### src/rtl/bk_add_arbiter_if.sv
// bk_add_arbiter_if: request/response bundle between the adder clients and
// bk_add_arbiter. The requester/consumer side uses the master modport and the
// arbiter uses the slave modport. Requester k's operands sit at bits
// [k*WIDTH +: WIDTH] of req_a/req_b.
interface bk_add_arbiter_if #(
  parameter int NREQ  = 4,
  parameter int WIDTH = 32,
  parameter int IDW   = 2
);

  logic [NREQ-1:0]       req_valid;
  logic [NREQ-1:0]       req_ready;
  logic [NREQ*WIDTH-1:0] req_a;
  logic [NREQ*WIDTH-1:0] req_b;
  logic [NREQ-1:0]       req_cin;
  logic [NREQ-1:0]       req_last;

  logic                  rsp_valid;
  logic                  rsp_ready;
  logic [IDW-1:0]        rsp_id;
  logic [WIDTH-1:0]      rsp_sum;
  logic                  rsp_cout;

  modport master (
    output req_valid, req_a, req_b, req_cin, req_last, rsp_ready,
    input  req_ready, rsp_valid, rsp_id, rsp_sum, rsp_cout
  );

  modport slave (
    input  req_valid, req_a, req_b, req_cin, req_last, rsp_ready,
    output req_ready, rsp_valid, rsp_id, rsp_sum, rsp_cout
  );

endinterface

### src/rtl/bk_add_arbiter.sv
// bk_add_arbiter: shares one external combinational 32-bit adder between NREQ
// requesters with round-robin arbitration and a single registered response
// port with backpressure. Results appear one cycle after the accepting edge.
//
// Optional feature: define BK_ARB_CHAIN_EN to enable multi-word carry chaining.
// An accept with req_last=0 locks the grant onto that requester and feeds the
// stored carry into the adder for its following beats until req_last=1.
// Without the macro req_last is ignored and the FSM never leaves IDLE.
module bk_add_arbiter #(
  parameter int NREQ  = 4,
  parameter int WIDTH = 32,
  parameter int IDW   = 2
) (
  input  logic             clk,
  input  logic             rst_n,
  bk_add_arbiter_if.slave  bus,
  output logic [WIDTH-1:0] add_a,
  output logic [WIDTH-1:0] add_b,
  output logic             add_cin,
  input  logic [WIDTH-1:0] add_sum,
  input  logic             add_cout
);

  typedef enum logic [0:0] {
    IDLE = 1'b0,
    LOCK = 1'b1
  } state_t;

  localparam logic [IDW:0] NREQ_W = (IDW+1)'(NREQ);

  state_t           state;
  state_t           next_state;

  logic [IDW-1:0]   ptr;
  logic [IDW-1:0]   ptr_next;
  logic             ptr_adv;

  logic             found;
  logic [IDW-1:0]   winner;
  logic [IDW:0]     cand;
  logic [IDW:0]     inc;
  logic             can_accept;
  logic             accept;
  logic [NREQ-1:0]  ready_w;

  logic             rsp_valid_q;
  logic [IDW-1:0]   rsp_id_q;
  logic [WIDTH-1:0] rsp_sum_q;
  logic             rsp_cout_q;

  logic [WIDTH-1:0] a_arr [NREQ];
  logic [WIDTH-1:0] b_arr [NREQ];

`ifdef BK_ARB_CHAIN_EN
  logic             chain_carry;
  logic [IDW-1:0]   lock_id;
`else
  logic             unused_last;
  assign unused_last = ^bus.req_last;
`endif

  for (genvar k = 0; k < NREQ; k++) begin : g_unpack
    assign a_arr[k] = bus.req_a[k*WIDTH +: WIDTH];
    assign b_arr[k] = bus.req_b[k*WIDTH +: WIDTH];
  end

  assign can_accept = !rsp_valid_q || bus.rsp_ready;
  assign accept     = found && can_accept;

  // Round-robin search starting at ptr with wrap; a lock pins the grant to one id
  always_comb begin
    found  = 1'b0;
    winner = '0;
    cand   = '0;
    for (int i = 0; i < NREQ; i++) begin
      cand = {1'b0, ptr} + (IDW+1)'(i);
      if (cand >= NREQ_W) begin
        cand = cand - NREQ_W;
      end
      if (!found && bus.req_valid[cand[IDW-1:0]]) begin
        found  = 1'b1;
        winner = cand[IDW-1:0];
      end
    end
`ifdef BK_ARB_CHAIN_EN
    if (state == LOCK) begin
      found  = bus.req_valid[lock_id];
      winner = bus.req_valid[lock_id] ? lock_id : '0;
    end
`endif
  end

  // One-hot ready for the winner, only when the response slot can take a result
  always_comb begin
    ready_w = '0;
    if (accept) begin
      ready_w[winner] = 1'b1;
    end
  end

  assign bus.req_ready = ready_w;

  // Pointer value just past the winner, wrapping at NREQ
  always_comb begin
    inc = {1'b0, winner} + (IDW+1)'(1);
    if (inc == NREQ_W) begin
      inc = '0;
    end
    ptr_next = inc[IDW-1:0];
  end

  assign add_a = a_arr[winner];
  assign add_b = b_arr[winner];
`ifdef BK_ARB_CHAIN_EN
  assign add_cin = (state == LOCK && found) ? chain_carry : bus.req_cin[winner];
`else
  assign add_cin = bus.req_cin[winner];
`endif

  // Next-state logic; the pointer only moves when an operation completes
  always_comb begin
    next_state = state;
    ptr_adv    = accept;
`ifdef BK_ARB_CHAIN_EN
    case (state)
      IDLE, LOCK: begin
        if (accept) begin
          next_state = bus.req_last[winner] ? IDLE : LOCK;
          ptr_adv    = bus.req_last[winner];
        end
      end
      default: begin
        next_state = IDLE;
        ptr_adv    = 1'b0;
      end
    endcase
`else
    next_state = IDLE;
`endif
  end

  // State register
  always_ff @(posedge clk) begin
    if (!rst_n) begin
      state <= IDLE;
    end else begin
      state <= next_state;
    end
  end

  // Response register and round-robin pointer
  always_ff @(posedge clk) begin
    if (!rst_n) begin
      rsp_valid_q <= 1'b0;
      rsp_id_q    <= '0;
      rsp_sum_q   <= '0;
      rsp_cout_q  <= 1'b0;
      ptr         <= '0;
    end else begin
      if (accept) begin
        rsp_valid_q <= 1'b1;
        rsp_id_q    <= winner;
        rsp_sum_q   <= add_sum;
        rsp_cout_q  <= add_cout;
      end else if (bus.rsp_ready) begin
        rsp_valid_q <= 1'b0;
      end
      if (ptr_adv) begin
        ptr <= ptr_next;
      end
    end
  end

`ifdef BK_ARB_CHAIN_EN
  // Chain carry and locked id follow every accept
  always_ff @(posedge clk) begin
    if (!rst_n) begin
      chain_carry <= 1'b0;
      lock_id     <= '0;
    end else if (accept) begin
      chain_carry <= add_cout;
      lock_id     <= winner;
    end
  end
`endif

  assign bus.rsp_valid = rsp_valid_q;
  assign bus.rsp_id    = rsp_id_q;
  assign bus.rsp_sum   = rsp_sum_q;
  assign bus.rsp_cout  = rsp_cout_q;

endmodule

### src/flat_wrapper.sv
// flat-port wrapper written by rule: the top's interface ports become plain ports
module bk_add_arbiter_flat 
#(
  parameter int NREQ  = 4,
  parameter int WIDTH = 32,
  parameter int IDW   = 2
)
  (clk, rst_n, add_a, add_b, add_cin, add_sum, add_cout, bus_req_valid, bus_req_a, bus_req_b, bus_req_cin, bus_req_last, bus_rsp_ready, bus_req_ready, bus_rsp_valid, bus_rsp_id, bus_rsp_sum, bus_rsp_cout);
  bk_add_arbiter_if #(.NREQ(NREQ), .WIDTH(WIDTH), .IDW(IDW)) bus_i ();
  input  logic clk;
  input  logic rst_n;
  output logic [WIDTH-1:0] add_a;
  output logic [WIDTH-1:0] add_b;
  output logic add_cin;
  input  logic [WIDTH-1:0] add_sum;
  input  logic add_cout;
  input wire logic [$bits(bus_i.req_valid)-1:0] bus_req_valid;
  input wire logic [$bits(bus_i.req_a)-1:0] bus_req_a;
  input wire logic [$bits(bus_i.req_b)-1:0] bus_req_b;
  input wire logic [$bits(bus_i.req_cin)-1:0] bus_req_cin;
  input wire logic [$bits(bus_i.req_last)-1:0] bus_req_last;
  input wire logic [$bits(bus_i.rsp_ready)-1:0] bus_rsp_ready;
  output wire logic [$bits(bus_i.req_ready)-1:0] bus_req_ready;
  output wire logic [$bits(bus_i.rsp_valid)-1:0] bus_rsp_valid;
  output wire logic [$bits(bus_i.rsp_id)-1:0] bus_rsp_id;
  output wire logic [$bits(bus_i.rsp_sum)-1:0] bus_rsp_sum;
  output wire logic [$bits(bus_i.rsp_cout)-1:0] bus_rsp_cout;
  assign bus_i.req_valid = bus_req_valid;
  assign bus_i.req_a = bus_req_a;
  assign bus_i.req_b = bus_req_b;
  assign bus_i.req_cin = bus_req_cin;
  assign bus_i.req_last = bus_req_last;
  assign bus_i.rsp_ready = bus_rsp_ready;
  assign bus_req_ready = bus_i.req_ready;
  assign bus_rsp_valid = bus_i.rsp_valid;
  assign bus_rsp_id = bus_i.rsp_id;
  assign bus_rsp_sum = bus_i.rsp_sum;
  assign bus_rsp_cout = bus_i.rsp_cout;
  bk_add_arbiter #(.NREQ(NREQ), .WIDTH(WIDTH), .IDW(IDW)) u_core (.clk(clk), .rst_n(rst_n), .bus(bus_i), .add_a(add_a), .add_b(add_b), .add_cin(add_cin), .add_sum(add_sum), .add_cout(add_cout));
endmodule
### config.mk
export PLATFORM = sky130hd
export DESIGN_NAME = bk_add_arbiter_flat
export DESIGN_NICKNAME = d
export VERILOG_FILES = /design/src/rtl/bk_add_arbiter_if.sv /design/src/rtl/bk_add_arbiter.sv /design/src/flat_wrapper.sv
export SDC_FILE = /design/constraint.sdc
export NUM_CORES = 1
export LEC_CHECK = 0
export CAP_MARGIN = 30
export CORE_AREA = 2 2 159 161
export CTS_CLUSTER_DIAMETER = 50
export DETAILED_ROUTE_END_ITERATION = 8
export DIE_AREA = 0 0 161 163
export PLACE_DENSITY = 0.5
export SYNTH_ARGS = -nofsm -noshare
export SYNTH_HDL_FRONTEND = slang
export SYNTH_SLANG_ARGS = --single-unit
### constraint.sdc
create_clock -name clk -period 2 [get_ports clk]
set_input_delay 0.2 -clock clk [delete_from_list [all_inputs] [get_ports clk]]
set_output_delay 0.2 -clock clk [all_outputs]
set_load 0.005 [all_outputs]
# ---- Word level (Yosys, flattened, before mapping)
# Cells that the tools add are included.
dict set report word_totals {
  register_bits 38
  input_bits 304
  out_inout_bits 105
  wordCells 71
}
dict set report classes {
  n_addsub 8
  order_cmp 11
  n_eq_ne 1
  mux 34
  bitwise_logic 1
  reduce_logical 11
}
# cell n
set ops {}
lappend ops {{$bmux 32 s2} 2}
lappend ops {{$mux 32} 4}
lappend ops {{$mux 2} 9}
lappend ops {{$lt 2x3->1 const B} 5}
lappend ops {{$ge 3x3->1 const B} 4}
lappend ops {{$mux 1} 12}
lappend ops {{$bmux 1 s2} 5}
lappend ops {{$sub 2x1->2 const B} 4}
lappend ops {{$add 2x1->3 const B} 2}
lappend ops {{$add 2x2->3 const B} 2}
lappend ops {{$logic_and 1x1->1} 5}
lappend ops {{$logic_not 1->1} 4}
lappend ops {{$mux 4} 1}
lappend ops {{$eq 3x3->1 const B} 1}
lappend ops {{$ge 2x3->1 const B} 1}
lappend ops {{$not 2->3} 1}
lappend ops {{$demux 1 s2} 1}
lappend ops {{$ge 2x1->1 const B} 1}
lappend ops {{$reduce_bool 2->1} 1}
lappend ops {{$logic_or 1x1->1} 1}

# ---- Depth between registers and ports, before layout
dict set report logic_depth {
  depth_word 19
  ltp_mapped 10
  mapped_depth_nobuf 7
}

# ---- Worst setup path before layout
# Ideal clock, no wire load.
dict set report synth_path {
  path_type {register to register}
  from {reg u_core.ptr[0]}
  to {reg u_core.ptr[1]}
  setup_time_ns 0.116
  arrival_ns 1.552
  required_time_ns 1.884
  path_slack_ns 0.332
  stages_incl_launch_ff 11
  cell_sequence {dfxtp_1 > nor2b_1 > o21bai_1 > o22a_1 > buf_6 > inv_6 > buf_12 > buf_8 > ha_1 > nand2_1 > o211a_1}
}
dict set report synth_between {
  elab_chain_cells 17
  word_cells_on_any_way 41
  cone_classes {add/sub (8); order compare (4); eq/ne (1); mux (21); reduce/logical (7)}
}
# element line
set synth_rtl {}
lappend synth_rtl {{start, declared} bk_add_arbiter.sv:34} ;# logic [IDW-1:0] ptr;
lappend synth_rtl {{start signal, assigned} bk_add_arbiter.sv:169} ;# ptr <= ptr_next;
lappend synth_rtl {{parallel branches: the longest is 17 deep, another holds $add 2x1->3} --}
# Several ways; the timed one is not identified. The select of a mux whose other input is x is not followed.
# A chain may end at the register's enable or synchronous reset.

# ---- Worst setup path after layout
dict set report layout_path {
  from {reg u_core.ptr[0]}
  to {out add_b[28]}
}
dict set report layout_between {
  elab_chain_cells 18
  word_cells_on_any_way 40
  cone_classes {add/sub (7); order compare (4); mux (22); bitwise (1); reduce/logical (6)}
}
# element line
set layout_rtl {}
lappend layout_rtl {{parallel branches: the longest is 13 deep, another holds $add 2x1->3} --}
lappend layout_rtl {{$mux 2 *} bk_add_arbiter.sv:80} ;# if (!found && bus.req_valid[cand[IDW-1:0]]) begin
lappend layout_rtl {{$not 2->3 (not written as such) *} bk_add_arbiter.sv:113} ;# assign add_b = b_arr[winner];
lappend layout_rtl {{$bmux 32 s2 *} bk_add_arbiter.sv:113}
lappend layout_rtl {{$mux 32 (not written as such) * (2 in series)} bk_add_arbiter.sv:113}
lappend layout_rtl {{end, declared} flat_wrapper.sv:13} ;# output logic [WIDTH-1:0] add_b;
# Mark *: on every way between the ends. The select of a mux whose other input is x is not followed.

==> reports/metrics.yaml <==
outcome:
  outcome: "finished with violations"
  violations: "negative setup slack"
power_and_ir_drop:
  p_int_mw: 4.06
  vdd_drop_max_v: 0.000568
  seq_power_share: 0.129
  leakagePower_nw: 4.00
  power_frac_comb: 0.754
  power.share.clock: 0.117
  power_density_nw_per_um2: 651
  p_sw_frac: 0.386
  p_sw_mw: 2.54
timing:
  period_share: 1.12
  fin_crit_ns: 2.25
  max_slew_margin: 0.704
  fin_ws_ns: -0.249
  rsz0062_at_grt: "true"
  setup_viol: 69
  finalSetupTns_ns: -11.17
  tightestPinTransition_ns: 0.444
  max_freq_mhz: 445
  fin_skew_ns: 0.00199
  hold_viol: 0
  finalMaxSlewViolations: 0
placed_design:
  port_buffers: 404
  gp_congestion: 0.865
  placed_cell_area_sq_um: 8600
  dpl.hpwl_microns: 18700
finish:
  num-fill-cells: 2487
  final_common_cell: "clkdlybuf4s50_1"
  layout_common_cells: "331 x clkdlybuf4s50_1, 180 x nand2_1, 76 x a21oi_2, 65 x buf_2, 63 x a22oi_2"
  regArea_sq_um: 764
  layout.nets: 1321
  drive_gt1_frac: 0.373
  multi_input_area_sq_um: 3330
  final_design_area_no_fill_sq_um: 10100
  area.growth.synth_to_final_pct: 154
critical_path:
  reg2reg_depth: 9
  cp_top_family: "buffers and inverters"
  slowest_delay_ns: 0.45
  critPathSlowestCell: "o32a_4"
  cp-end-kind: "output pin"
  crit_type: "flip-flop to output pin"
  critPathRequiredTime_ns: 1.80
  critPathMostFrequentCell: "buf_4"
  cp_max_fo: 6
  path_buf_inv: 5
  critPathLaunchType: "flip-flop"
  cp.arrival_ns: 2.05
  cp_cell_sequence: "nor2b_4, buf_4, o32a_4, inv_8, buf_12, buf_4, a21oi_2, a22oi_2, buf_2"
  cp.depth: 9
synth:
  synth_warnings: 0
  ys_types: 30
  netlist.area_leader.share: 0.190
  syn_nets: 857
  synth_top_area_cell: "dfxtp_1"
  ys_top_cells_by_area: "dfxtp_1 19%, nand2_1 19%, a22oi_2 18%"
  syn_area_sq_um: 4000
  ys.flop_type: "dfxtp_1"
  ys_ff_latch: 38
  ys_seq_area_frac: 0.190
  synth_edf_count: 0
  async_flop_share: 0
  syn_area_per_cell_sq_um: 7.24
  syn_inst: 552
clock_network:
  htree_levels: 2
  clockBufferDepth: 2
  root_buffer: "clkbuf_16"
  cts.sinks: 38
  numCtsBuffers: 5
  ctsHoldBuffers: 0
  clock_latency_ns: 0.28
  cts_tree: "done"
  cts.clk_slew.worst_paths_ns: 0.06
drt:
  routed_wirelength_microns: 26900
  viasPerCell: 4.34
  wire_per_inst_microns: 19.8
  drc: 0
  detail_route.first_pass.iterations: 4
  drt_iter0_drc: 182
  ant_nets: 0
  routed-via-count: 5874
global_route:
  grt_pass1_vias: 5976
  grt_use_total: 0.187
  grt_pass1_wl_microns: 37400
  grt_max_degree: 44
  grt.overflow.total: 0
  antenna_found_initial: 7
die:
  start_util: 0.162
  die_w_microns: 161
  core_area_sq_um: 24700
  die-area_sq_um: 26200
  die_h_microns: 163
  num_rows: 58
  ios: 409
min_path:
  hp-class: "flip-flop to flip-flop"
  worstHoldPathCells: 2
flow_run:
  maxCapViolCount: 0
==> sequential cells by signal (all words and copies together), names as in the netlist <==
register and cells:
u_core.bus.rsp_cout 1, u_core.bus.rsp_id 2, u_core.bus.rsp_sum 32, u_core.bus.rsp_valid 1, u_core.ptr 2
==> kinds of logic (layout without fill, tap and decap cells) <==
kind of cell             Yosys count  count (layout)  synth area share
buffers and inverters             60             524             0.108
other                              0               8                 0
flip-flops                        38              38             0.190
AO/OA/AOI/OAI                    243             243             0.495
AND/OR/NAND/NOR                  210             210             0.204
adder cells (fa/ha/maj)            1               1           0.00313
==> repair_timing <==
action | in CTS | in global routing
pin swaps | 37 | 19
cloned | 18 | 7
buffers inserted | 36 | 5
setup endpoints to repair | 69 | 69
gates resized for setup | 426 | 70
==> per-stage QoR <==
step / cells / total power, mW / hold slack, ns / worst slack, ns / utilization
3_3_place_gp: 1279 / 4.70 / 0.439 / -0.718 / 0.349
5_1_grt: 1352 / 6.99 / 0.463 / -0.285 / 0.411
2_1_floorplan: 552 / 2.65 / 0.335 / 0.332 / -
3_5_place_dp: 1279 / 4.71 / 0.446 / -0.746 / 0.349
6_report: 1354 / 6.60 / 0.450 / -0.249 / 0.411
4_1_cts: 1340 / 6.42 / 0.452 / -0.318 / 0.399
==> worst reg2reg max path, cell delays in order, from the launching register on <==
cell and delay (ns):
dfxtp_4 0.37, nor2b_4 0.04, buf_4 0.13, o32a_4 0.45, inv_8 0.13, buf_6 0.11
buf_12 0.13, ha_4 0.20, nand2_1 0.05, o211a_1 0.14
==> cell usage after synthesis, types with 2 or more instances <==
cell type	count
a21boi_0	2
a21boi_1	33
a21oi_1	79
a21oi_2	56
a22oi_1	9
a22oi_2	56
buf_12	4
buf_2	19
buf_4	9
buf_6	6
buf_8	3
clkbuf_1	14
dfxtp_1	38
inv_1	3
nand2_1	201
nand2b_1	2
nor3_1	2
nor3_2	2
o21ai_0	3
==> worst paths after layout <==
check	start	endpoint	slack (ns)
max	u_core.ptr[0]	add_b[28]	-0.25
min	u_core.bus.rsp_sum[2]	u_core.bus.rsp_sum[2]	0.45
max reg2reg	u_core.ptr[0]	u_core.ptr[1]	0.21
min reg2reg	u_core.bus.rsp_sum[2]	u_core.bus.rsp_sum[2]	0.45
==> power by group through the flow <==
stage          Combinational (mW)  Clock, mW  Sequential [mW]
6_report                     4.98      0.770            0.850
5_1_grt                      5.31      0.820            0.858
4_1_cts                      4.78      0.796            0.851
3_5_place_dp                 3.84          0            0.864
3_3_place_gp                 3.84          0            0.863
2_1_floorplan                1.79          0            0.865
==> per-layer routing <==
metal	vias up	wire, microns	track usage
met1	2734	10700	0.214
met5	-	0	0
met4	0	556	0.0625
li1	2878	-	-
met2	239	13700	0.339
met3	23	1970	0.0476
==> cell type report <==
class                   instances  area share
diodes                          8     0.00197
clock buffers                   7      0.0131
inverters                       5     0.00333
multi-input cells             454       0.328
flip-flops and latches         38      0.0754
well taps                     330      0.0407
repair buffers                510       0.534
repair inverters                2     0.00271
(Power assumes the default switching activity.)
